### src/rtl/npu_cmd_serializer_pkg.sv
// Shared widths, default FIFO depth and serializer FSM encoding for npu_cmd_serializer.
package npu_cmd_serializer_pkg;

    localparam int unsigned CmdW         = 32;
    localparam int unsigned AxisW        = 16;
    localparam int unsigned DefFifoDepth = 4;

    typedef enum logic [1:0] {
        StIdle   = 2'd0,
        StSendHi = 2'd1,
        StSendLo = 2'd2
    } ser_state_e;

endpackage

### src/rtl/npu_cmd_serializer_fifo.sv
// Synchronous command FIFO (npu_sync_fifo) with registered occupancy and synchronous flush.
module npu_sync_fifo #(
    parameter int unsigned Width = 33,
    parameter int unsigned Depth = 4
) (
    input  logic                       clk_i,
    input  logic                       rst_ni,
    input  logic                       push_i,
    input  logic [Width-1:0]           wdata_i,
    input  logic                       pop_i,
    input  logic                       flush_i,
    output logic [Width-1:0]           rdata_o,
    output logic [$clog2(Depth):0]     level_o,
    output logic                       full_o,
    output logic                       empty_o
);

    localparam int unsigned PtrW = (Depth > 1) ? $clog2(Depth) : 1;
    localparam int unsigned LvlW = $clog2(Depth) + 1;

    logic [Width-1:0] mem_q [Depth];
    logic [PtrW-1:0]  wr_ptr_q, wr_ptr_d;
    logic [PtrW-1:0]  rd_ptr_q, rd_ptr_d;
    logic [LvlW-1:0]  level_q, level_d;
    logic             do_push, do_pop;

    assign full_o  = (level_q == LvlW'(Depth));
    assign empty_o = (level_q == '0);
    assign level_o = level_q;
    assign rdata_o = mem_q[rd_ptr_q];

    assign do_push = push_i && !full_o;
    assign do_pop  = pop_i && !empty_o;

    // Power-of-two depth lets the pointers wrap by natural overflow.
    always_comb begin
        wr_ptr_d = wr_ptr_q;
        rd_ptr_d = rd_ptr_q;
        level_d  = level_q;
        if (flush_i) begin
            wr_ptr_d = '0;
            rd_ptr_d = '0;
            level_d  = '0;
        end else begin
            if (do_push) begin
                wr_ptr_d = wr_ptr_q + PtrW'(1);
            end
            if (do_pop) begin
                rd_ptr_d = rd_ptr_q + PtrW'(1);
            end
            if (do_push && !do_pop) begin
                level_d = level_q + LvlW'(1);
            end else if (do_pop && !do_push) begin
                level_d = level_q - LvlW'(1);
            end
        end
    end

    always_ff @(posedge clk_i or negedge rst_ni) begin
        if (!rst_ni) begin
            wr_ptr_q <= '0;
            rd_ptr_q <= '0;
            level_q  <= '0;
        end else begin
            wr_ptr_q <= wr_ptr_d;
            rd_ptr_q <= rd_ptr_d;
            level_q  <= level_d;
        end
    end

    always_ff @(posedge clk_i) begin
        if (do_push && !flush_i) begin
            mem_q[wr_ptr_q] <= wdata_i;
        end
    end

endmodule

### src/rtl/npu_cmd_serializer.sv
// Splits FIFO-buffered host command words into two AXI-Stream beats (high half first).
module npu_cmd_serializer
    import npu_cmd_serializer_pkg::*;
#(
    parameter int unsigned FIFO_DEPTH = DefFifoDepth,
    parameter int unsigned CMD_W      = CmdW,
    parameter int unsigned AXIS_W     = AxisW
) (
    input  logic                          clk,
    input  logic                          rst_n,
    input  logic [CMD_W-1:0]              cmd_data,
    input  logic                          cmd_valid,
    input  logic                          cmd_last,
    output logic                          cmd_ready,
    input  logic                          flush,
    output logic [AXIS_W-1:0]             m_axis_tdata,
    output logic                          m_axis_tvalid,
    input  logic                          m_axis_tready,
    output logic                          m_axis_tlast,
    output logic [$clog2(FIFO_DEPTH):0]   fifo_level,
    output logic [15:0]                   pkt_count,
    output logic                          busy
);

    logic             fifo_pop, fifo_full, fifo_empty;
    logic [CMD_W:0]   fifo_rdata;
    ser_state_e       state_q, state_d;
    logic [CMD_W:0]   hold_q, hold_d;
    logic [15:0]      pkt_count_q, pkt_count_d;

    npu_sync_fifo #(
        .Width (CMD_W + 1),
        .Depth (FIFO_DEPTH)
    ) u_fifo (
        .clk_i   (clk),
        .rst_ni  (rst_n),
        .push_i  (cmd_valid),
        .wdata_i ({cmd_last, cmd_data}),
        .pop_i   (fifo_pop),
        .flush_i (flush),
        .rdata_o (fifo_rdata),
        .level_o (fifo_level),
        .full_o  (fifo_full),
        .empty_o (fifo_empty)
    );

    assign cmd_ready = !fifo_full;
    assign busy      = !fifo_empty || (state_q != StIdle);
    assign pkt_count = pkt_count_q;

    always_ff @(posedge clk or negedge rst_n) begin
        if (!rst_n) begin
            state_q <= StIdle;
        end else begin
            state_q <= state_d;
        end
    end

    // The pop that ends SEND_LO reloads the holding register so beats stream without a bubble.
    always_comb begin
        state_d  = state_q;
        fifo_pop = 1'b0;
        unique case (state_q)
            StIdle: begin
                if (!fifo_empty) begin
                    fifo_pop = 1'b1;
                    state_d  = StSendHi;
                end
            end
            StSendHi: begin
                if (m_axis_tready) begin
                    state_d = StSendLo;
                end
            end
            StSendLo: begin
                if (m_axis_tready) begin
                    if (!fifo_empty) begin
                        fifo_pop = 1'b1;
                        state_d  = StSendHi;
                    end else begin
                        state_d = StIdle;
                    end
                end
            end
            default: state_d = StIdle;
        endcase
        if (flush) begin
            state_d  = StIdle;
            fifo_pop = 1'b0;
        end
    end

    always_comb begin
        m_axis_tvalid = 1'b0;
        m_axis_tdata  = '0;
        m_axis_tlast  = 1'b0;
        unique case (state_q)
            StSendHi: begin
                m_axis_tvalid = 1'b1;
                m_axis_tdata  = hold_q[CMD_W-1:AXIS_W];
            end
            StSendLo: begin
                m_axis_tvalid = 1'b1;
                m_axis_tdata  = hold_q[AXIS_W-1:0];
                m_axis_tlast  = hold_q[CMD_W];
            end
            default: ;
        endcase
    end

    always_comb begin
        hold_d      = fifo_pop ? fifo_rdata : hold_q;
        pkt_count_d = pkt_count_q;
        if (m_axis_tvalid && m_axis_tready && m_axis_tlast && !flush) begin
            pkt_count_d = pkt_count_q + 16'd1;
        end
    end

    always_ff @(posedge clk or negedge rst_n) begin
        if (!rst_n) begin
            hold_q      <= '0;
            pkt_count_q <= '0;
        end else begin
            hold_q      <= hold_d;
            pkt_count_q <= pkt_count_d;
        end
    end

endmodule
### config.mk
export PLATFORM = sky130hd
export DESIGN_NAME = npu_cmd_serializer
export DESIGN_NICKNAME = d
export VERILOG_FILES = /design/src/rtl/npu_cmd_serializer_pkg.sv /design/src/rtl/npu_cmd_serializer_fifo.sv /design/src/rtl/npu_cmd_serializer.sv
export SDC_FILE = /design/constraint.sdc
export NUM_CORES = 1
export LEC_CHECK = 0
export CAP_MARGIN = 40
export CORE_ASPECT_RATIO = 0.6
export CORE_UTILIZATION = 25
export CTS_BUF_LIST = sky130_fd_sc_hd__clkbuf_4
export CTS_CLUSTER_SIZE = 25
export DETAILED_ROUTE_END_ITERATION = 6
export PLACE_DENSITY = 0.44
export SETUP_SLACK_MARGIN = 0.05
export SLEW_MARGIN = 0
export SYNTH_ARGS = -nofsm -noshare
export SYNTH_HDL_FRONTEND = slang
export SYNTH_SLANG_ARGS = --single-unit
### constraint.sdc
create_clock -name clk -period 3 [get_ports clk]
set_clock_uncertainty 0.1 [all_clocks]
set_input_delay 0.6 -clock clk [delete_from_list [all_inputs] [get_ports clk]]
set_output_delay 0.6 -clock clk [all_outputs]
set_load 0.05 [all_outputs]
==> impl_results.md <==
- Via density: 4.28
- Crit path launch type: register
- Syn Nets: 477
- Clk Latency, worst-skew pair: 560 ps
- Leakage: 0.00338 uW
- Max VDD drop: 0.320 mV
- TritonCTS Sinks: 190
- Mapped Avg Cell Area: 18.2 um^2
- Row cnt: 49
- Top post-synthesis cells by area: edfxtp_1, dfrtp_1, mux4_2, mux2_4, ha_1
- Fin. Hold Viols: 0
- Crit end category: output port
- TNS Setup: 0 ps
- CTS root buf: clkbuf_4
- Gr usage total: 11.6%
- Placed cell area: 9310 um^2
- # nets final: 572
- Final min period: 2780 ps
- Clock buffer depth: 2
- CTS tree: built
- CP max FO: 21
- DP HPWL: 11600 um
- Die Height: 139 um
- Initial drt markers: 221
- Layout cells sized above 1: 29.1%
- Critical path's largest stage delay: 460 ps
- Crit Path Category: reg2out
- Relative slew slack: 58.1%
- Post-Route Utilization: 32.0%
- Hold Path Class: in2async
- Post-CTS setup buffer count: 0
- Fin area: 9710 um^2
- Share of the synthesized area in the top cell type: 50.8%
- DR pass1 iterations: 4
- Max Clk Rate: 360 MHz
- Largest net degree at the start of global routing: 35
- Leading cell type in the layout, fill and taps excluded: edfxtp_1
- Slew Limit Fails: 0
- Worst slew pin tran: 629 ps
- Final GP Congestion: 0.731
- Post-synthesis async set-or-reset flop share: 30.5%
- Die area: 32000 um^2
- Yosys reg bits: 190
- Syn Std Cell Area: 7810 um^2
- Final setup fails: 0
- Final WL: 17700 um
- Area growth from synthesis to layout: 24.3%
- Num CTS Buffers: 17
- Mapped Cells: 428
- First-pass GRT wire length: 27300 um
- Worst EP arrival: 2080 ps
- Die extent in x: 230 um
- Grt ovf: 0
- DR vias: 4048
- Primary FF master, synth: edfxtp_1
- Largest area contributor in the netlist: edfxtp_1
- Most frequent cells in the layout: edfxtp_1, dfrtp_1, clkdlybuf4s50_1
- Pwr dens: 816 nW/um^2
- CTS H-tree lvls: 4
- Initial antenna violation count: 2
- Crit-path slowest cell: dfrtp_1
- Worst EP required: 2300 ps
- Clock slew at reported path FFs: 160 ps
- Buffers on Ports: 76
- Vias in the first global route: 4281
- CORE AREA: 30300 um^2
- Seq/Total Area, Yosys: 69.4%
- Starting Density: 25.7%
- Fin crit share: 92.6%
- Post-synth EDFFs: 132
- Filler Cells Inserted: 2944
- Final ANT Viol Nets: 0
- CP cell instances: inv_1 > ha_1 > buf_8 > a22oi_1 > nor2b_2 > buf_12
- Average wire per standard cell: 18.7 um
- Status: finished, final reports clean
- Max cap viols: 0
- Yosys warnings: 0
- Setup repair after global routing missed its margin: false
- Synth unique cells: 47
- # DRC: 0
- IO Count: 77
==> worst max-delay path, delay by kind of cell (launching register included) <==
family,cells,cell delay [ps]
flops,1,460
buf+inv,3,510
simple gates,1,210
compound gates,1,120
fa+ha+maj,1,220
==> flip-flops by register name, indices dropped and copies added, names as in the netlist <==
register and cells:
u_fifo.wr_ptr_q 2, state_q 2, u_fifo.rd_ptr_q 2, hold_q 33, pkt_count 16, u_fifo.level_o 3, u_fifo.mem_q 132
==> synthesized netlist by cell type, drive strengths merged, types with 2 or more instances <==
master  count
nor2       14
xor2        5
xnor2      14
and2        6
dfrtp      58
nor3        3
mux4       33
nand2      12
clkbuf      9
or3         3
nand3       9
buf        11
a31oi       2
mux2       34
a21oi       6
a22oi      16
edfxtp    132
a21o        2
inv         7
nor2b      16
and4        3
o21ai       2
and3        3
nand4       4
ha         10
==> metrics by stage <==
step                total power [uW]  cells  hold slack [ps]  setup slack [ps]
global route                    8350    945              209              47.8
CTS                             7980    944              178              11.9
finish                          7920    946              259               221
floorplan                       5440    428              204               106
detailed placement              6370    911              312              97.3
global placement                6330    910              362               110
==> power by group <==
group          switching [uW]  internal, uW  total, uW
Combinational            1430          1450       2890
Clock                     902           679       1580
Sequential                254          3200       3450
Total                    2590          5330       7920
==> logic make-up (layout without fill, tap and decap cells) <==
logic type | Yosys count | after routing | synth area share (%)
flops | 190 | 190 | 69.4
simple gates | 78 | 78 | 5.72
mux | 67 | 67 | 15.8
compound gates | 36 | 36 | 3.24
buf+inv | 27 | 135 | 1.87
xor+xnor | 19 | 19 | 2.13
fa+ha+maj | 11 | 11 | 1.86
other cells | 0 | 2 | 0
==> cell type report <==
cell class,instances,area (um^2),area share [%]
flip-flops and latches,190,5420,55.8
well taps,408,510,5.26
clock buffers,17,128,1.31
inverters,7,26.3,0.271
repair buffers,96,1120,11.5
clock inverters,15,206,2.13
multi-input cells,211,2300,23.7
diodes,2,5.00,0.0516
==> per-layer routing <==
| metal | up-vias | share of wire (%) | GRT usage (%) |
|---|---|---|---|
| met5 | - | 0 | 0 |
| met4 | 0 | 1.0 | 2.86 |
| met3 | 12 | 3.4 | 3.17 |
| met2 | 63 | 45 | 17.1 |
| met1 | 2125 | 50 | 16.9 |
| li1 | 1848 | - | - |
==> path summary, 6_finish.rpt <==
check,from,to,slack (ps),depth (start not counted)
max,state_q[0],m_axis_tdata[7],220,6
min in group clk,pkt_count[15],pkt_count[15],390,1
max reg2reg,u_fifo.level_o[1],u_fifo.level_o[1],320,8
min,rst_n,u_fifo.level_o[0],260,2
min reg2reg,pkt_count[15],pkt_count[15],390,1
max in group asynchronous,rst_n,hold_q[29],1900,4
==> what timing repair did <==
item                       4_1_cts  5_1_grt
hold endpoints to repair        33        0
hold buffers                     1        0
cloned                           0        0
setup endpoints to repair       18       17
resized for setup                9       16
Note: power is estimated with default switching activity, not from simulation.
==> RTL edit (same settings) <==
Register the output `pkt_count` once more, cleared by the reset; this adds one clock of latency there. The other outputs are not delayed to match.
--- a/src/rtl/npu_cmd_serializer.sv
+++ b/src/rtl/npu_cmd_serializer.sv
@@ -46,7 +46,13 @@
 
     assign cmd_ready = !fifo_full;
     assign busy      = !fifo_empty || (state_q != StIdle);
-    assign pkt_count = pkt_count_q;
+    always_ff @(posedge clk or negedge rst_n) begin
+        if (!rst_n) begin
+            pkt_count <= '0;
+        end else begin
+            pkt_count <= pkt_count_q;
+        end
+    end
 
     always_ff @(posedge clk or negedge rst_n) begin
         if (!rst_n) begin
Formal check against the unedited RTL: not equivalent (a bounded check fails within 10 cycles, from zero or initial values and one cycle with rst_n low).
==> RTL edit against the original RTL <==
Final area increased by 8.1%. Clock power increased by 49%. Setup slack got worse by 0.058 ns. Synthesized area increased by 4.5%. Wire length increased by 3.6%. Utilization increased by 1.2 points. Sequential cell count increased by 16. Power increased by 10%. Non-clock buffer count decreased by 1. Critical path type unchanged. Largest power group unchanged.
==> RTL edit: results (changes against the original RTL) <==
metric,value,unit,change
detail_route.iter0.violations,201,,-9.0%
routedWlPerCell,18.0,um,-4.0%
insertion_delay,0.67,ns,+0.11 ns
globalRouteMet1Util,15.0,%,-1.9 points
post_synth_most_frequent_cells,"132 x sky130_fd_sc_hd__edfxtp_1, 74 x sky130_fd_sc_hd__dfrtp_1, 32 x sky130_fd_sc_hd__mux4_2",,
regToRegEndpoint,u_fifo.level_o[2]$_DFFE_PN0P_,,
tritoncts.num_buffers,52,,+35
run_status,finished clean,,
syn-num-nets,483,,+1.3%
globalplace.congestion,0.690,,-5.6%
ys_async_sr_fraction,35.9,%,+5.4 points
finalNetCount,613,,+7.2%
h_tree_levels,2,,-2
max_slew_margin,59.8,%,+1.7 points
track_usage,11.4,%,-0.24 points
cp_data_arrival_time,2.14,ns,+0.06 ns
worst_r2r_path_depth,9,,+1
filler_cell_count,3102,,+5.4%
cts.reportedPaths.clkPinSlew,0.08,ns,-0.08 ns
crit-reg2reg-launch,state_q[0]$_DFFE_PN0P_,,
grt.met3_usage,3.34,%,+0.17 points
seq_area_frac_synth,71.3,%,+1.9 points
worst_hold_path_type,flip-flop to flip-flop,,
numPlacedInstances,923,,+1.3%
power_leakage,0.00379,uW,+12%
yosysUniqueCellTypes,45,,-4.3%
drive_gt1_share,36.4,%,+7.3 points
dpl.hpwl,11300,um,-2.5%
irDropWorstVdd,0.271,mV,-15%
==> RTL edit: layer usage <==
| layer | part of all wire (%) | vias up |
|---|---|---|
| li1 | - | 1975 |
| met1 | 47 | 2287 |
| met2 | 46 | 121 |
| met3 | 5.1 | 34 |
| met4 | 2.0 | 0 |
| met5 | 0 | - |
==> RTL edit: layout make-up <==
cell class	count	area [sq um]	share of cell area (%)
Antenna cell	1	2.50	0.0239
Multi-Input combinational cell	201	2290	21.8
Tap cell	416	520	4.96
Inverter	8	30.0	0.286
Clock inverter	19	98.8	0.942
Timing Repair Buffer	95	1170	11.2
Sequential cell	206	5820	55.5
Clock buffer	75	563	5.37
==> RTL edit: repair_timing <==
item,4_1_cts,5_1_grt
setup buffers,0,1
resized for setup,26,24
hold buffers,1,0
gates cloned,0,1
endpoints found under the setup margin,18,17
hold endpoints to repair,43,0
==> RTL edit: worst max-delay path by stage <==
stage                                       from                             to  slack, ns  cells past startpoint
after global placement             m_axis_tready  u_fifo.level_o[2]$_DFFE_PN0P_       0.21                      8
after global routing      state_q[0]$_DFFE_PN0P_                m_axis_tdata[2]       0.03                      6
after detailed placement           m_axis_tready  u_fifo.level_o[2]$_DFFE_PN0P_       0.19                      8
final                     state_q[0]$_DFFE_PN0P_                m_axis_tdata[1]       0.16                      6
after CTS                 state_q[1]$_DFFE_PN0P_                           busy       0.05                      4
after floorplan           state_q[0]$_DFFE_PN0P_                m_axis_tdata[0]       0.21                      4
==> RTL edit: power breakdown <==
| group | switching [uW] | internal [uW] |
|---|---|---|
| Sequential | 267 | 3420 |
| Combinational | 1340 | 1360 |
| Clock | 1120 | 1230 |
==> RTL edit: logic make-up (layout without fill, tap and decap cells) <==
kind of cell | after synthesis | count (layout) | share of synthesized area, %
DFF | 206 | 206 | 71.3
and+or+nand+nor | 73 | 73 | 5.61
muxes | 70 | 70 | 14.7
AOI/OAI and AO/OA | 29 | 29 | 2.56
buffers and inverters | 27 | 197 | 2.19
xor gates and xnor gates | 18 | 18 | 1.93
adders and majority gates | 11 | 11 | 1.78
other | 0 | 1 | 0
==> RTL edit: through the flow <==
| step | setup slack (ns) | util, % | cell area (sq um) | hold WS (ns) | total power, uW |
|---|---|---|---|---|---|
| after global placement | 0.214 | 30.4 | 9630 | 0.288 | 6210 |
| after CTS | 0.0466 | 32.7 | 10400 | 0.306 | 8750 |
| final | 0.163 | 33.1 | 10500 | 0.304 | 8730 |
| after global routing | 0.0306 | 33.1 | 10500 | 0.317 | 9260 |
| after floorplan | 0.205 | - | 8160 | 0.204 | 5420 |
| after detailed placement | 0.188 | 30.4 | 9630 | 0.289 | 6260 |
